--- src/rtl/step_scheduler.sv ---
// Step scheduler: advances the downstream FSM state automatically every PERIOD cycles or manually
// on rotary edges, with a post-manual lockout. Define STEP_CNT_EN to add the 8-bit step counter.
module step_scheduler #(
    parameter int PERIOD  = 100000000,
    parameter int LOCKOUT = 1000000
) (
    input  logic       clk,
    input  logic       rst_n,
    input  logic       rot_event,
    input  logic [1:0] inp,
    input  logic       run,
    input  logic [3:0] next,
    output logic [3:0] curr,
    output logic [1:0] y,
    output logic       step,
    output logic       src,
    output logic       lock
`ifdef STEP_CNT_EN
    ,
    output logic [7:0] step_cnt
`endif
);

    localparam int TW = $clog2(PERIOD);
    localparam int LW = $clog2(LOCKOUT + 1);
    localparam logic [TW-1:0] TIMER_LAST = TW'(PERIOD - 1);
    localparam logic [LW-1:0] LOCK_LAST  = LW'(LOCKOUT - 1);

    typedef enum logic [1:0] {
        S_HOLD = 2'd0,
        S_RUN  = 2'd1,
        S_LOCK = 2'd2
    } state_e;

    state_e        state_q, state_d;
    logic [TW-1:0] timer_q, timer_d;
    logic [LW-1:0] lk_cnt_q, lk_cnt_d;
    logic          prev_rot_q;
    logic [3:0]    curr_q;
    logic [1:0]    y_q;
    logic          src_q;
    logic          step_q;
    logic          rot_edge;
    logic          man_step;
    logic          auto_step;

    assign rot_edge = rot_event & ~prev_rot_q;

    // State register
    always_ff @(posedge clk or negedge rst_n) begin
        if (!rst_n) begin
            state_q  <= S_HOLD;
            timer_q  <= '0;
            lk_cnt_q <= '0;
        end else begin
            // NOTE: non-blocking so every register samples pre-edge values, whatever the block order.
            state_q  <= state_d;
            timer_q  <= timer_d;
            lk_cnt_q <= lk_cnt_d;
        end
    end

    // Next-state logic; a manual edge always outranks timer expiry
    always_comb begin
        // NOTE: defaults first so no path leaves a signal unassigned and infers a latch.
        state_d   = state_q;
        timer_d   = timer_q;
        lk_cnt_d  = lk_cnt_q;
        man_step  = 1'b0;
        auto_step = 1'b0;
        case (state_q)
            S_HOLD: begin
                timer_d = '0;
                if (rot_edge) begin
                    man_step = 1'b1;
                    state_d  = S_LOCK;
                end else if (run) begin
                    state_d = S_RUN;
                end
            end
            S_RUN: begin
                if (rot_edge) begin
                    man_step = 1'b1;
                    timer_d  = '0;
                    state_d  = S_LOCK;
                end else if (timer_q == TIMER_LAST) begin
                    auto_step = 1'b1;
                    timer_d   = '0;
                end else if (!run) begin
                    timer_d = '0;
                    state_d = S_HOLD;
                end else begin
                    timer_d = timer_q + TW'(1);
                end
            end
            S_LOCK: begin
                timer_d = '0;
                if (lk_cnt_q == LOCK_LAST) begin
                    lk_cnt_d = '0;
                    state_d  = run ? S_RUN : S_HOLD;
                end else begin
                    lk_cnt_d = lk_cnt_q + LW'(1);
                end
            end
            default: begin
                state_d  = S_HOLD;
                timer_d  = '0;
                lk_cnt_d = '0;
            end
        endcase
    end

    // Outputs
    always_comb begin
        lock = (state_q == S_LOCK);
        curr = curr_q;
        y    = y_q;
        src  = src_q;
        step = step_q;
    end

    always_ff @(posedge clk or negedge rst_n) begin
        if (!rst_n) begin
            // NOTE: prev_rot resets high so a level already high at release is not seen as an edge.
            prev_rot_q <= 1'b1;
            curr_q     <= '0;
            y_q        <= '0;
            src_q      <= 1'b0;
            step_q     <= 1'b0;
        end else begin
            prev_rot_q <= rot_event;
            step_q     <= man_step | auto_step;
            if (man_step) begin
                curr_q <= next;
                y_q    <= inp;
                src_q  <= 1'b1;
            end else if (auto_step) begin
                curr_q <= next;
                src_q  <= 1'b0;
            end
        end
    end

`ifdef STEP_CNT_EN
    logic [7:0] cnt_q;

    always_ff @(posedge clk or negedge rst_n) begin
        if (!rst_n) begin
            cnt_q <= '0;
        end else if (man_step | auto_step) begin
            cnt_q <= cnt_q + 8'd1;
        end
    end

    assign step_cnt = cnt_q;
`endif

endmodule

--- config.mk ---
export PLATFORM = sky130hd
export DESIGN_NAME = step_scheduler
export DESIGN_NICKNAME = d
export VERILOG_FILES = /design/src/rtl/step_scheduler.sv
export SDC_FILE = /design/constraint.sdc
export NUM_CORES = 1
export LEC_CHECK = 0
export CAP_MARGIN = 20
export CORE_ASPECT_RATIO = 0.8
export CORE_MARGIN = 2
export CORE_UTILIZATION = 32
export CTS_BUF_LIST = sky130_fd_sc_hd__clkbuf_8
export DETAILED_ROUTE_END_ITERATION = 8
export PLACE_DENSITY = 0.57
export SYNTH_ARGS = -nofsm -noshare
export SYNTH_HDL_FRONTEND = slang
export SYNTH_SLANG_ARGS = --single-unit
--- constraint.sdc ---
create_clock -name clk -period 2.9 [get_ports clk]
set_clock_uncertainty 0.15 [all_clocks]
set_input_delay 0.58 -clock clk [delete_from_list [all_inputs] [get_ports clk]]
set_output_delay 0.58 -clock clk [all_outputs]
set_load 0.01 [all_outputs]
# After elaboration in Yosys (flattened, before gate mapping)
# Cells that the tools add are included.
[totals]
ff_bits = 58
inputBits = 10
out_inout_bits = 9
wordCells = 48
[classes]
addsub = 2
eq_ne = 8
mux = 23
bitwise = 3
n_reduce_logical = 4
[op_table]
columns = ["cell", "n"]
rows = [
  ["2-to-1 mux 27 bit", 4],
  ["case mux 20 bit (2 select lines)", 1],
  ["adder 27 x 1 -> 27 bit (second input constant)", 1],
  ["equality test 27 bit (second input constant)", 1],
  ["adder 20 x 1 -> 20 bit (second input constant)", 1],
  ["equality test 20 bit (second input constant)", 1],
  ["2-to-1 mux 20 bit", 1],
  ["2-to-1 mux 2 bit", 6],
  ["!= test 3 bit (second input constant)", 3],
  ["2-to-1 mux 1 bit", 8],
  ["2-to-1 mux 4 bit", 2],
  ["case mux 2 bit (3 select lines)", 1],
  ["AND reduction 4 bit", 1],
  ["equality test 2 x 1 -> 1 bit (second input constant)", 1],
  ["equality test 2 bit (second input constant)", 1],
  ["zero test 2 bit", 1],
  ["!= test 2 x 1 -> 1 bit (second input constant)", 1],
  ["nonzero test 2 bit", 1],
  ["OR reduction 2 bit", 1],
  ["AND 1 bit", 1],
  ["NOT 1 bit", 1],
  ["bitwise OR 1 bit", 1],
]

# Depth between registers and ports, before layout
# Gate-level depths: netlist of run 1.
[depth]
ltp_word = 6
mapped_depth = 8
mapped_depth_nobuf = 6

# Worst setup path after synthesis of run 1
# No wires, ideal clock.
[synth_path]
path_kind = "reg2reg"
from = "register timer_q[11]"
to = "register curr_q[0] (netlist: curr[0])"
setup_ns = 0.125
t_arrival_ns = 1.825
required_ns = 2.625
setup_slack_ns = 0.800
stages_incl_launch_ff = 6
n_path_buf = 0
synth_period_minus_slack_ns = 2.100
path_cell_list = "dfrtp_1 or4b_1 nor4_2 and4_1 a31o_4 mux2_4"
[synth_via]
elab_chain_cells = 5
[synth_rtl]
columns = ["element", "line_no", "source"]
rows = [
  ["start: declaration", "36", "logic [TW-1:0] timer_q, timer_d;"],
  ["start signal: assignment", "58", "timer_q <= timer_d;"],
  ["equality test 27 bit", "86", "end else if (timer_q == TIMER_LAST) begin"],
  ["2-to-1 mux 1 bit", "86", ""],
  ["2-to-1 mux 1 bit", "82", "if (rot_edge) begin"],
  ["2-to-1 mux 1 bit", "71", "case (state_q)"],
  ["nonzero test 2 bit (no source line)", "n/a", ""],
  ["end signal: assignment", "134", "curr_q <= next;"],
  ["end signal: assignment", "138", "curr_q <= next;"],
  ["end: declaration", "39", "logic [3:0] curr_q;"],
]
# Every way passes these cells.
# A chain may end at the register's enable or synchronous reset.

# Worst setup path in the final report of run 1
[layout_path]
from = "register timer_q[11]"
to = "register timer_q[19]"
[layout_via]
elab_chain_cells = 5
word_cells_on_any_way = 6
classes_between = "add/sub: 1; eq/ne: 1; mux: 4"
[layout_rtl]
columns = ["element", "line_no", "source"]
rows = [
  ["adder 27 x 1 -> 27 bit", "93", "timer_d = timer_q + TW'(1);"],
  ["2-to-1 mux 27 bit", "89", "end else if (!run) begin"],
  ["2-to-1 mux 27 bit (*)", "86", ""],
  ["2-to-1 mux 27 bit (*)", "82", ""],
  ["2-to-1 mux 27 bit (*)", "71", ""],
  ["via timer_d[19]", "36", ""],
]
# Mark *: on every way through the listed nets, which the timed path passes. The rest lies on a longest branch.

==> impl_metrics.toml, run 1 <==
[outcome]
status = "completed"

[setup_path]
endpoint_kind = "flip-flop"
critPathMaxFanout = 23
crit_arrival_ns = 2.67
crit_required_ns = 2.92
critPathLaunchType = "flip-flop"
critical_path_class = "reg2reg"

[die]
die_h_um = 90.0
fp.dieW_um = 111
initial_core_util_pct = 32.9
fp.coreArea_mm2 = 0.00900
dieArea_mm2 = 0.0100
io_pins = 19
rows = 31

[detailed_routing]
wl_met2_um = 2710
remaining_drc_errors = 0
via_per_inst = 5.09
top_layer_used = "met4"
via_count = 2313
drtIter0Drc = 110
totalWireLength_um = 6200
first_pass_iters = 4
ant_nets = 0
wire_per_inst_um = 13.7
routedLengthMet1_um = 3230
wl_met3_um = 241

[timing]
fmax_mhz = 378
worstMarginPinSlew_ns = 0.986
setup-violations-final = 0
tns_ns = 0
maxSlewViolCount = 0
rsz0062_at_grt = "no"
hold_violations = 0
finalCritPeriodShare_pct = 91.3
maxSlewHeadroom_pct = 34.3
fin_ws_ns = 0.252
min_period_ns = 2.65

[synth]
synth-edff-count = 0
syn-num-nets = 321
ys_warn_count = 0
ys_types = 46
synth_seq_cells = 58
ys_seq_area_share_pct = 49.1
synthArstFlopShare_pct = 100
synth_flop_cell = "dfrtp_1"
synth.cell_area_mm2 = 0.00296
avgSynthCellArea_um2 = 9.57
postSynthCellCount = 309

[placed_design]
place_congestion = 0.743
place_ws_ns = 0.253
dp_hpwl_um = 4020
port_buffers = 18

[finish]
drive_gt1_share_pct = 8.26
nNetsFinal = 346
syn_to_final_growth_pct = 16.2
antennaDiodeCount = 0
n_fill_cell = 900

[power_and_ir_drop]
powerDensity_mw_per_mm2 = 433
p_leak_nw = 1.45
ir_drop_mv = 0.268

[global_routing]
grt_pass1_vias = 2221
grt_pass1_wl_um = 10800
track_usage_pct = 13.3
grt-ovfl-total = 0
grt_start_max_net_pins = 59
antenna_found_initial = 0

[clock_network]
postCtsSetupBuffers = 0
cts-root-buf = "clkbuf_8"
clock-sinks = 58
cts_buffers = 9
cts_max_path_buffers = 2
cts_tree = "done"
cts_max_level = 3
cts-resized-gates = 0
hold_buffers = 0
clock_latency_ns = 0.34
clk_pin_slew_ns = 0.07

[hold_path]
min_path_type = "in2async"

[flow_run]
cap_violations = 0
## cell type report
| cell class | count | area (um^2) | area share [%] |
|---|---|---|---|
| Sequential cell | 58 | 1450 | 42.3 |
| Inverter | 8 | 30.0 | 0.874 |
| Clock buffer | 10 | 138 | 4.01 |
| Multi-Input combinational cell | 233 | 1420 | 41.2 |
| Tap cell | 115 | 144 | 4.19 |
| Clock inverter | 6 | 22.5 | 0.655 |
| Timing Repair Buffer | 24 | 233 | 6.77 |
## per-layer routing
| metal | vias to the layer above | global-route usage [%] |
|---|---|---|
| li1 | 1156 | - |
| met1 | 1123 | 18.9 |
| met2 | 32 | 19.3 |
| met3 | 2 | 4.72 |
| met4 | 0 | 3.29 |
| met5 | - | 0 |
## sequential cells by signal, indices dropped and copies added (netlist names)
signal / count
state_q: 2
prev_rot_q: 1
step: 1
lk_cnt_q: 20
curr: 4
timer_q: 27
src: 1
y: 2
## cell usage in the layout, fill, tap and decap left out, drive strengths merged, types with 2 or more instances in the layout
master	instances
a21o	3
a21oi	10
a22o	3
a31o	3
a31oi	10
a41oi	2
and2	4
and3	9
and4	4
buf	7
clkbuf	10
clkdlybuf4s50	17
dfrtp	57
ha	2
inv	13
mux2	4
nand2	36
nand2b	5
nand3	22
nand4	13
nor2	35
nor3	8
nor4	3
nor4b	2
o21ai	14
o31ai	2
or3	5
or4b	2
xnor2	7
xor2	15
## synth_stat cells, types with 2 or more instances
master | n | area [um^2]
xnor2_1 | 7 | 61.3
ha_1 | 2 | 25.0
buf_6 | 2 | 22.5
o31ai_1 | 2 | 15.0
nor3_1 | 7 | 35.0
and3_1 | 9 | 56.3
and2_1 | 4 | 25.0
buf_2 | 4 | 20.0
nor4_1 | 2 | 12.5
a41oi_1 | 2 | 17.5
a22o_1 | 3 | 26.3
nand4_1 | 13 | 81.3
xor2_1 | 15 | 131
o21ai_0 | 13 | 65.1
a21oi_1 | 10 | 50.1
or3_1 | 5 | 31.3
nor2_1 | 35 | 131
a21o_1 | 3 | 22.5
clkbuf_1 | 4 | 15.0
a31oi_1 | 10 | 62.6
and4_1 | 4 | 35.0
inv_1 | 7 | 26.3
nand3_1 | 22 | 110
nor4b_1 | 2 | 17.5
nand2_1 | 36 | 135
dfrtp_1 | 57 | 1430
mux2_4 | 4 | 60.1
nand2b_1 | 5 | 31.3
or4b_1 | 2 | 20.0
a31o_2 | 2 | 17.5
## report_power, final
group / leakage, nW / internal (mW) / switching (mW)
registers: 0.779 / 0.816 / 0.00291
logic: 0.567 / 0.0262 / 0.0242
clock network: 0.104 / 0.315 / 0.305
## path summary, 6_finish.rpt
path                                       start                  endpoint  slack, ns  cells past startpoint
setup / recovery           timer_q[11]$_DFF_PN0_     timer_q[19]$_DFF_PN0_       0.25                      5
max in group asynchronous                  rst_n      prev_rot_q$_DFF_PN1_       2.22                      2
hold / removal                             rst_n  lk_cnt_q[11]$_DFFE_PN0P_       0.08                      2
hold reg to reg                 y[0]$_DFFE_PN0P_          y[0]$_DFFE_PN0P_       0.34                      2
setup reg to reg           timer_q[11]$_DFF_PN0_     timer_q[19]$_DFF_PN0_       0.25                      5
min in group clk                y[0]$_DFFE_PN0P_          y[0]$_DFFE_PN0P_       0.34                      2
## stage by stage
stage / power (mW) / cell area [um^2] / util [%] / hold WS (ns) / cells
floorplan: 0.842 / 2960 / - / 0.134 / 309
global placement: 0.885 / 3280 / 36.4 / 0.320 / 438
detailed placement: 0.886 / 3280 / 36.4 / 0.326 / 438
CTS: 1.51 / 3440 / 38.2 / 0.0902 / 454
global route: 1.55 / 3440 / 38.2 / 0.111 / 454
finish: 1.49 / 3440 / 38.2 / 0.0796 / 454
## worst max-delay path, cell delays in order, from the launching register on
cell     delay (ns)
dfrtp_1        0.44
or4b_1         0.54
nor4_2         0.19
nand4_1        0.20
o21ai_2        0.82
nor2_1         0.14
## cells by family (layout without fill, tap and decap cells)
family	count (synthesis)	in the layout	share of synthesized area [%]
compound gates	52	52	11.5
xor+xnor	22	22	6.52
fa+ha+maj	2	2	0.846
buf+inv	18	48	2.96
flops	58	58	49.1
mux	5	5	2.37
simple gates	152	152	26.7
Note: power is estimated with default switching activity, not from simulation.
==> inputs of run 2 (changes only) <==
--- a/config.mk
+++ b/config.mk
@@ -10,6 +10,7 @@
 export CORE_MARGIN = 2
 export CORE_UTILIZATION = 32
 export CTS_BUF_LIST = sky130_fd_sc_hd__clkbuf_8
+export CTS_CLUSTER_SIZE = 24
 export DETAILED_ROUTE_END_ITERATION = 8
 export PLACE_DENSITY = 0.57
 export SYNTH_ARGS = -nofsm -noshare
==> results of run 2 <==
The final DEF is identical to that of run 1; final timing and power are the same.
